[config.mk]
export PLATFORM = sky130hd
export DESIGN_NAME = vga_timing_gen
export DESIGN_NICKNAME = d
export VERILOG_FILES = /design/src/rtl/vga_pkg.sv /design/src/rtl/vga_pixel_strobe.sv /design/src/rtl/vga_timing_gen.sv
export SDC_FILE = /design/constraint.sdc
export NUM_CORES = 1
export LEC_CHECK = 0
export BUFFER_PORTS_ARGS = -buffer_cell sky130_fd_sc_hd__buf_2
export CORE_UTILIZATION = 36
export DETAILED_ROUTE_END_ITERATION = 6
export PLACE_DENSITY = 0.54
export SYNTH_ARGS = -nofsm -noshare
export SYNTH_HDL_FRONTEND = slang
export SYNTH_HIERARCHICAL = 1
export SYNTH_SLANG_ARGS = --single-unit
export TNS_END_PERCENT = 100
[constraint.sdc]
create_clock -name clk -period 6.3 [get_ports clk]
set_input_delay 0.63 -clock clk [delete_from_list [all_inputs] [get_ports clk]]
set_output_delay 0.63 -clock clk [all_outputs]
set_load 0.005 [all_outputs]
[src/rtl/vga_pkg.sv]
// Shared timing defaults, test-pattern encoding and colour-bar palette for the
// VGA raster generator.
package vga_pkg;

  localparam int DEF_H_ACTIVE = 640;
  localparam int DEF_H_FRONT  = 16;
  localparam int DEF_H_SYNC   = 96;
  localparam int DEF_H_BACK   = 48;
  localparam int DEF_V_ACTIVE = 480;
  localparam int DEF_V_FRONT  = 10;
  localparam int DEF_V_SYNC   = 2;
  localparam int DEF_V_BACK   = 33;

  typedef enum logic [1:0] {
    PAT_WHITE = 2'd0,
    PAT_BARS  = 2'd1,
    PAT_CHECK = 2'd2,
    PAT_BLACK = 2'd3
  } pattern_e;

  // Each entry is {red, green, blue} on/off; entry 0 is the leftmost bar
  localparam logic [7:0][2:0] BAR_COLORS = {
    3'b000,  // black
    3'b001,  // blue
    3'b100,  // red
    3'b101,  // magenta
    3'b010,  // green
    3'b011,  // cyan
    3'b110,  // yellow
    3'b111   // white
  };

  function automatic logic [2:0] barColor(input logic [2:0] idx);
    return BAR_COLORS[idx];
  endfunction

endpackage

[src/rtl/vga_pixel_strobe.sv]
// Pixel clock-enable: a single-cycle strobe every CLK_DIV system clocks, held
// low while reset is asserted.
module vga_pixel_strobe #(
  parameter int CLK_DIV = 2
) (
  input  logic clk,
  input  logic rst,
  output logic pix_ce
);

  localparam int DIV_W = (CLK_DIV > 1) ? $clog2(CLK_DIV) : 1;
  localparam logic [DIV_W-1:0] DIV_LAST = DIV_W'(CLK_DIV - 1);

  logic [DIV_W-1:0] r_div;

  always_ff @(posedge clk) begin
    if (rst) begin
      r_div <= '0;
    end else if (r_div == DIV_LAST) begin
      r_div <= '0;
    end else begin
      r_div <= r_div + DIV_W'(1);
    end
  end

  // Masking with rst lets a divide-by-1 build strobe on the very first edge after release
  assign pix_ce = ~rst & (r_div == DIV_LAST);

endmodule

[src/rtl/vga_timing_gen.sv]
// VGA raster timing generator with built-in test patterns; every video output is
// registered on the pixel strobe so sync, de, coordinates and RGB stay aligned.
module vga_timing_gen
  import vga_pkg::*;
#(
  parameter int H_ACTIVE   = DEF_H_ACTIVE,
  parameter int H_FRONT    = DEF_H_FRONT,
  parameter int H_SYNC     = DEF_H_SYNC,
  parameter int H_BACK     = DEF_H_BACK,
  parameter int V_ACTIVE   = DEF_V_ACTIVE,
  parameter int V_FRONT    = DEF_V_FRONT,
  parameter int V_SYNC     = DEF_V_SYNC,
  parameter int V_BACK     = DEF_V_BACK,
  parameter int CLK_DIV    = 2,
  parameter bit HSYNC_POL  = 1'b0,
  parameter bit VSYNC_POL  = 1'b0,
  parameter int CNT_W      = 11,
  parameter int COLOR_W    = 8,
  parameter int CHECK_LOG2 = 5
) (
  input  logic               clk,
  input  logic               rst,
  input  logic [1:0]         pattern_sel,
  output logic               pix_ce,
  output logic               hsync,
  output logic               vsync,
  output logic               de,
  output logic               blank_n,
  output logic               sync_n,
  output logic [CNT_W-1:0]   x,
  output logic [CNT_W-1:0]   y,
  output logic               line_start,
  output logic               frame_start,
  output logic [COLOR_W-1:0] red,
  output logic [COLOR_W-1:0] green,
  output logic [COLOR_W-1:0] blue
);

  localparam int H_TOTAL = H_ACTIVE + H_FRONT + H_SYNC + H_BACK;
  localparam int V_TOTAL = V_ACTIVE + V_FRONT + V_SYNC + V_BACK;
  localparam int BAR_W   = H_ACTIVE / 8;

  localparam logic [CNT_W-1:0] H_LAST   = CNT_W'(H_TOTAL - 1);
  localparam logic [CNT_W-1:0] V_LAST   = CNT_W'(V_TOTAL - 1);
  localparam logic [CNT_W-1:0] H_ACT    = CNT_W'(H_ACTIVE);
  localparam logic [CNT_W-1:0] V_ACT    = CNT_W'(V_ACTIVE);
  localparam logic [CNT_W-1:0] HS_START = CNT_W'(H_ACTIVE + H_FRONT);
  localparam logic [CNT_W-1:0] HS_END   = CNT_W'(H_ACTIVE + H_FRONT + H_SYNC);
  localparam logic [CNT_W-1:0] VS_START = CNT_W'(V_ACTIVE + V_FRONT);
  localparam logic [CNT_W-1:0] VS_END   = CNT_W'(V_ACTIVE + V_FRONT + V_SYNC);
  localparam logic [CNT_W-1:0] BAR_LAST = CNT_W'(BAR_W - 1);

  logic             w_pixCe;
  logic [CNT_W-1:0] r_h;
  logic [CNT_W-1:0] r_v;
  logic [CNT_W-1:0] r_barSub;
  logic [2:0]       r_barIdx;
  pattern_e         r_pat;

  logic     w_hWrap;
  logic     w_vWrap;
  logic     w_de;
  logic     w_hSyncOn;
  logic     w_vSyncOn;
  logic     w_frameTop;
  logic     w_checkOdd;
  pattern_e w_pat;
  logic [2:0] w_rgb3;

  vga_pixel_strobe #(
    .CLK_DIV(CLK_DIV)
  ) u_strobe (
    .clk    (clk),
    .rst    (rst),
    .pix_ce (w_pixCe)
  );

  assign pix_ce  = w_pixCe;
  assign blank_n = de;
  assign sync_n  = 1'b1;

  assign w_hWrap    = (r_h == H_LAST);
  assign w_vWrap    = (r_v == V_LAST);
  assign w_de       = (r_h < H_ACT) && (r_v < V_ACT);
  assign w_hSyncOn  = (r_h >= HS_START) && (r_h < HS_END);
  assign w_vSyncOn  = (r_v >= VS_START) && (r_v < VS_END);
  assign w_frameTop = (r_h == '0) && (r_v == '0);
  assign w_checkOdd = r_h[CHECK_LOG2] ^ r_v[CHECK_LOG2];

  // The first pixel of a frame already shows the newly requested pattern
  assign w_pat = w_frameTop ? pattern_e'(pattern_sel) : r_pat;

  always_comb begin
    w_rgb3 = 3'b000;
    case (w_pat)
      PAT_WHITE: w_rgb3 = 3'b111;
      PAT_BARS:  w_rgb3 = barColor(r_barIdx);
      PAT_CHECK: w_rgb3 = w_checkOdd ? 3'b000 : 3'b111;
      default:   w_rgb3 = 3'b000;
    endcase
  end

  always_ff @(posedge clk) begin
    if (rst) begin
      r_h         <= '0;
      r_v         <= '0;
      r_barSub    <= '0;
      r_barIdx    <= '0;
      r_pat       <= PAT_WHITE;
      hsync       <= ~HSYNC_POL;
      vsync       <= ~VSYNC_POL;
      de          <= 1'b0;
      x           <= '0;
      y           <= '0;
      line_start  <= 1'b0;
      frame_start <= 1'b0;
      red         <= '0;
      green       <= '0;
      blue        <= '0;
    end else if (w_pixCe) begin
      r_h <= w_hWrap ? '0 : r_h + CNT_W'(1);
      if (w_hWrap) begin
        r_v <= w_vWrap ? '0 : r_v + CNT_W'(1);
      end

      // Bar index tracks r_h without a divide; it keeps spinning through blanking harmlessly
      if (w_hWrap) begin
        r_barSub <= '0;
        r_barIdx <= '0;
      end else if (r_barSub == BAR_LAST) begin
        r_barSub <= '0;
        r_barIdx <= r_barIdx + 3'd1;
      end else begin
        r_barSub <= r_barSub + CNT_W'(1);
      end

      if (w_frameTop) begin
        r_pat <= pattern_e'(pattern_sel);
      end

      hsync       <= w_hSyncOn ? HSYNC_POL : ~HSYNC_POL;
      vsync       <= w_vSyncOn ? VSYNC_POL : ~VSYNC_POL;
      de          <= w_de;
      x           <= w_de ? r_h : '0;
      y           <= w_de ? r_v : '0;
      line_start  <= (r_h == '0) && (r_v < V_ACT);
      frame_start <= w_frameTop;
      red         <= {COLOR_W{w_de & w_rgb3[2]}};
      green       <= {COLOR_W{w_de & w_rgb3[1]}};
      blue        <= {COLOR_W{w_de & w_rgb3[0]}};
    end
  end

endmodule

==> qor.yml, run 1 <==
run_status: "completed"
die_area_sq_um: 9780
clk_root_buffer_cell: "clkbuf_8"
avgRoutedWirePerCell_um: 14.3
netlist_area_sq_um: 3380
cts_buffer_depth: 2
port_buffers: 56
setup.worst_path.end: "r_v[9]"
worst-r2r-cell-count: 5
drive_gt1_share_pct: 19.5
final-hold-violation-count: 0
power_frac_clock_pct: 43.9
max_freq_mhz: 347
post_drt_via_cell_ratio: 5.26
layout_min_cycle_time_ns: 2.88
antenna_cells: 0
finalSetupViolCount: 0
cp_num_buf_inv: 1
static_leak_uw: 0.00146
critical_path_required_ns: 6.57
drcViolationCount: 0
global_route.usage.total_pct: 16.3
cts_resized: 0
grt_overflow_total: 0
vdd.ir_drop.worst_v: 0.000124
areaGrowthSynthToFinish_pct: 11.3
first_global_vias: 2530
power.switching_fraction_pct: 22.9
hold_path_class: "reg2reg"
grt_pass1_wl_um: 12500
ys_warn_count: 6
ys_async_sr_fraction_pct: 0
clk_pin_slew_worst_paths_ns: 0.08
initial_utilization_pct: 38.0
critical_path_depth: 6
timing_startpoint_of_the_critical_path: "rst"
power_frac_comb_pct: 4.9
synth.ff_latch_count: 72
dr_total_vias: 2728
drtPass1Iterations: 4
die_width_um: 98.9
fin_worst_hold_slack_ns: 0.421
overall_power_uw: 912
crit_arrival_ns: 3.16
finalNetCount: 417
netSwitchingPower_uw: 209
postCtsSetupBuffers: 0
number_of_antenna_violations_at_the_first_check_in_global_routing: 0
setup-tns-final_ns: 0
final_area_sq_um: 3760
critical_path_cell_sequence: "buf_2, nor2b_4, nand4_1, or4_4, or4_1, a21oi_1"
timing.clock.skew_ns: 0.00896
fin_util_pct: 42.3
cell_internal_pwr_uw: 703
grt_start_max_net_pins: 28
place_congestion: 0.761
cts.sinks: 72
core-area_sq_um: 8890
postSynthCellCount: 381
drt-initial-drc-count: 131
timing.critical_path.slowest_cell_delay_ns: 0.70
rsz0062_at_grt: "no"
total_number_of_h_tree_levels: 3
dp_hpwl_um: 5110
relSlewSlack_pct: 33.1
critical_path.reg2reg.endpoint: "r_v[9]"
syn_nets: 392
post_cts_hold_fix_bufs: 0
criticalPathCategory: "in2reg"
floorplan.rows: 34
final-max-slew-violation-count: 0
number_of_nets_with_antenna_violations_after_routing: 0
num_io_pins: 58
startpoint_type: "input port"
syn_avg_cell_area_sq_um: 8.87
cts_buffers: 9
critical-path-top-delay-family: "simple AND/OR/NAND/NOR gates"
mostFrequentLayoutCell: "dfxtp_1"
fp.dieH_um: 98.9
worst-slew-pin-transition_ns: 1.00
cellPowerDensity_nw_per_um2: 243
dpl-instance-area_sq_um: 3540
cts_tree: "done"
insertion_delay_ns: 0.35
cp_slowest_cell: "or4_4"
origin_of_the_critical_flop_to_flop_path: "u_strobe/r_div"
synthFlopType: "dfxtp_1"
synth_cell_types: 49
post-route-period-util_pct: 45.8
cap_viol_max_count: 0
mostFrequentLayoutCells: "dfxtp_1 (72), buf_2 (56), nand2_1 (28)"
endpoint_kind: "flip-flop"
seq_power_share_pct: 51.1
synth.yosys.seq_area_share_pct: 42.7
crit_fanout: 24
count_of_flip_flops_with_a_built_in_enable_after_synthesis: 0
rrSetupSlack_ns: 3.63
drt_wl_total_um: 7400
## flip-flops by register name (all words and copies together) (netlist names), named ones only
name,flops
r_v,11
blank_n,1
r_barIdx,3
y,11
green,1
x,11
hsync,1
frame_start,1
r_h,11
r_pat,2
r_barSub,11
blue,1
vsync,1
red,1
line_start,1
u_strobe/r_div,1
## routing by layer
layer  global-route usage [%]  wire [um]
met3                     5.46        260
met2                     24.4       3340
met4                     5.28         38
met5                        0          0
met1                     21.8       3760
## worst register-to-register path, stage by stage (launching register included)
cell and delay (ns):
dfxtp_1 0.34, nor2b_4 0.50, nand4_1 0.50, or4_4 0.70, or4_1 0.42, a21oi_1 0.14
## cell families after synthesis
logic type,count (synthesis),share of synthesized area (%)
adders and majority gates,7,2.59
DFF,72,42.7
and+or+nand+nor,154,24.6
other,1,0.111
muxes,7,2.15
xor gates and xnor gates,19,4.92
buffers and inverters,54,9.03
AOI/OAI and AO/OA,67,13.9
## power by group through the flow
stage	registers (uW)	logic [uW]	clock network [uW]
3_5_place_dp	477	45.5	0
3_3_place_gp	477	45.7	0
6_report	466	45.0	401
4_1_cts	467	45.6	416
2_1_floorplan	477	39.6	0
5_1_grt	468	50.7	439
## area by class of cell
type,count,area (sq um)
well taps,108,135
clock inverters,6,91.3
fillers,891,5130
inverters,11,41.3
clock buffers,10,128
multi-input cells,255,1640
repair buffers,57,288
flip-flops and latches,72,1440
## Yosys cell counts, types with 10 or more instances
| cell | n | area (sq um) |
|---|---|---|
| a21oi_1 | 13 | 65.1 |
| nor3_1 | 20 | 100 |
| nand2_1 | 28 | 105 |
| nand3_1 | 17 | 85.1 |
| nand4_1 | 16 | 100 |
| clkbuf_1 | 17 | 63.8 |
| a22o_1 | 19 | 166 |
| inv_1 | 10 | 37.5 |
| nor2_1 | 25 | 93.8 |
| o21ai_0 | 12 | 60.1 |
| buf_4 | 23 | 173 |
| dfxtp_1 | 72 | 1440 |
| xnor2_1 | 13 | 114 |
## per-stage QoR
stage / setup slack (ns) / instances
2_1_floorplan: 4.26 / 381
3_3_place_gp: 3.13 / 503
3_5_place_dp: 3.07 / 503
4_1_cts: 3.44 / 519
5_1_grt: 3.24 / 519
6_report: 3.42 / 519
## worst min path at each step
stage                    from             end  slack (ns)  cells after the start
2_1_floorplan  u_strobe/r_div  u_strobe/r_div        0.39                      1
3_3_place_gp   u_strobe/r_div  u_strobe/r_div        0.42                      1
3_5_place_dp   u_strobe/r_div  u_strobe/r_div        0.41                      1
4_1_cts        u_strobe/r_div  u_strobe/r_div        0.42                      1
5_1_grt        u_strobe/r_div  u_strobe/r_div        0.43                      1
6_report       u_strobe/r_div  u_strobe/r_div        0.42                      1
(Power assumes the default switching activity.)
==> run 2, diff against run 1 <==
ABC_AREA = 1   (was unset)
clock period = 3 ns   (was 6.3 ns; I/O delays follow)
==> run 2 against run 1 <==
Compared with the run above: worst setup slack got worse by 2.5 ns; register-to-register slack got worse by 2.7 ns; sequential power increased by 110%; global-route usage increased by 1.2 points; first-iteration DRC count decreased by 26%; clock skew increased by 0.0084 ns; critical path depth increased by 3; sequential cell count unchanged; count of clock-buffer cells in the layout unchanged; synthesized cell count increased by 15%; total power increased by 120%; via count increased by 8.8%.
==> qor.yml, run 2 <==
netlist_area_sq_um: 3530
crit_arrival_ns: 2.31
hold_depth: 4
library_cell_with_the_highest_instance_count_after_synthesis: "nand2_1"
timing.clock.skew_ns: 0.0174
drive_gt1_share_pct: 23.7
avgRoutedWirePerCell_um: 13.2
nFillCells: 1004
endpoint_kind: "flip-flop"
mostFrequentLayoutCells: "nand2_1 (76), dfxtp_1 (72), buf_2 (56)"
hold_path_class: "in2reg"
hold_path_end: "r_pat[1]"
dp_hpwl_um: 5700
core-area_sq_um: 9370
cts_buffer_depth: 2
final-hold-violation-count: 0
port_buffers: 56
cts.sinks: 72
grt_overflow_total: 0
synth_cell_types: 43
grt_pass1_wl_um: 13700
areaGrowthSynthToFinish_pct: 12.0
run_status: "completed"
number_of_antenna_violations_at_the_first_check_in_global_routing: 0
drcViolationCount: 0
first_global_vias: 2800
mostFrequentLayoutCell: "nand2_1"
netlist_top_cells_count: "nand2_1 (76), dfxtp_1 (72), nor2_1 (51), inv_1 (36), buf_4 (24)"
die_area_sq_um: 10200
number_of_nets_with_antenna_violations_after_routing: 0
startpoint_type: "flip-flop"
ys_warn_count: 6
storage_cell_area_sq_um: 1440
origin_of_the_critical_flop_to_flop_path: "u_strobe/r_div"
drt-initial-drc-count: 97
finalSetupViolCount: 0
criticalPathCategory: "reg2reg"
dr_total_vias: 2969
fp.dieH_um: 101
die_width_um: 101
worst-r2r-cell-count: 9
finalNetCount: 483
layout_min_cycle_time_ns: 2.06
synthDominantAreaCellType: "dfxtp_1"
clk_pin_slew_worst_paths_ns: 0.09
netlist.area_leader.share_pct: 40.8
synth.yosys.seq_area_share_pct: 40.8
count_of_flip_flops_with_a_built_in_enable_after_synthesis: 0
ys_async_sr_fraction_pct: 0
critical_path.reg2reg.endpoint: "r_barSub[10]"
num_io_pins: 58
drt_wl_total_um: 7990
drtPass1Iterations: 4
antenna_cells: 0
cts_buffers: 9
syn_nets: 451
netlist_top_cells_area: "dfxtp_1 (41%), nand2_1 (8.1%), a32o_1 (5.7%)"
cts_resized: 0
synth.ff_latch_count: 72
postCtsSetupBuffers: 0
post-route-period-util_pct: 68.7
worst-slew-pin-transition_ns: 0.612
global_route.usage.total_pct: 17.4
post_cts_hold_fix_bufs: 0
timing_startpoint_of_the_critical_path: "u_strobe/r_div"
insertion_delay_ns: 0.36
postSynthCellCount: 440
max_freq_mhz: 485
initial_utilization_pct: 37.7
floorplan.rows: 35
rrSetupSlack_ns: 0.94
post_drt_via_cell_ratio: 4.90
synthFlopType: "dfxtp_1"
cap_viol_max_count: 0
multi_input_combinational_cell_area_sq_um: 1660
place_congestion: 0.888
clk_root_buffer_cell: "clkbuf_8"
total_number_of_h_tree_levels: 3
crit_fanout: 16
grt_start_max_net_pins: 22
relSlewSlack_pct: 59.2
final-max-slew-violation-count: 0
critical_path_required_ns: 3.25
overall_power_uw: 1970
setup-tns-final_ns: 0
syn_avg_cell_area_sq_um: 8.03
rsz0062_at_grt: "no"
hold_path_startpoint: "rst"
cts_tree: "done"
static_leak_uw: 0.00174
cellPowerDensity_nw_per_um2: 498
vdd.ir_drop.worst_v: 0.000489
run 2: changes by cell type after synthesis, sizes merged, moves of 9 or more:
cell / before / now
nand3: 17 / 29
a22o: 19 / 1
buf: 26 / 35
clkbuf: 17 / 5
inv: 10 / 39
xnor2: 13 / 2
nor2: 25 / 62
a32o: 1 / 20
nand2: 28 / 87
run 2: stage by stage:
stage | setup WS (ns) | cell area (sq um) | util (%) | instances | hold slack (ns)
global placement | 1.02 | 3740 | 39.9 | 590 | 0.402
detailed placement | 0.864 | 3740 | 39.9 | 590 | 0.407
finish | 0.938 | 3960 | 42.2 | 606 | 0.359
global route | 0.655 | 3960 | 42.2 | 606 | 0.369
CTS | 0.934 | 3960 | 42.2 | 606 | 0.344
floorplan | 1.46 | 3530 | - | 440 | 0.367
run 2: metal layers:
metal | global-route usage, % | up-vias | wire length [um]
met3 | 4.65 | 6 | 489
met1 | 22.8 | 1378 | 3850
li1 | - | 1506 | -
met5 | 0 | - | 0
met2 | 27.8 | 79 | 3550
met4 | 5.35 | 0 | 90
run 2: how the worst max path moves through the flow:
stage | to | slack, ns | depth (start not counted)
after floorplan | blue[0] | 1.46 | 13
after global placement | green[0] | 1.02 | 11
after detailed placement | r_barSub[10] | 0.86 | 9
after CTS | r_barSub[10] | 0.93 | 9
after global routing | r_barSub[10] | 0.65 | 9
final | r_barSub[10] | 0.94 | 9
run 2: area by class of cell:
class | count | area share [%]
Clock buffer | 10 | 3.22
Clock inverter | 6 | 2.34
Inverter | 41 | 3.89
Multi-Input combinational cell | 287 | 42.0
Sequential cell | 72 | 36.4
Tap cell | 129 | 4.08
Timing Repair Buffer | 61 | 8.03
run 2: logic make-up (layout without fill, tap and decap cells):
group	after synthesis	after routing	synth area share [%]
DFF	72	72	40.8
buffers and inverters	81	118	12.2
AOI/OAI and AO/OA	52	52	10.9
other	1	1	0.106
and+or+nand+nor	215	215	30.6
adders and majority gates	7	7	2.48
xor gates and xnor gates	12	12	2.97
run 2: power breakdown:
part	switching (uW)	internal (uW)
Clock	386	473
Combinational	83.5	49.0
Sequential	12.2	967
run 2: worst max-delay path, stage by stage (launching register included):
cell and delay [ns]:
dfxtp_1 0.33, inv_1 0.05, nor2_2 0.37, inv_2 0.27
nor3_1 0.36, nand3_1 0.14, nor2_1 0.16, nand2_1 0.08
xor2_1 0.13, nor2_1 0.05
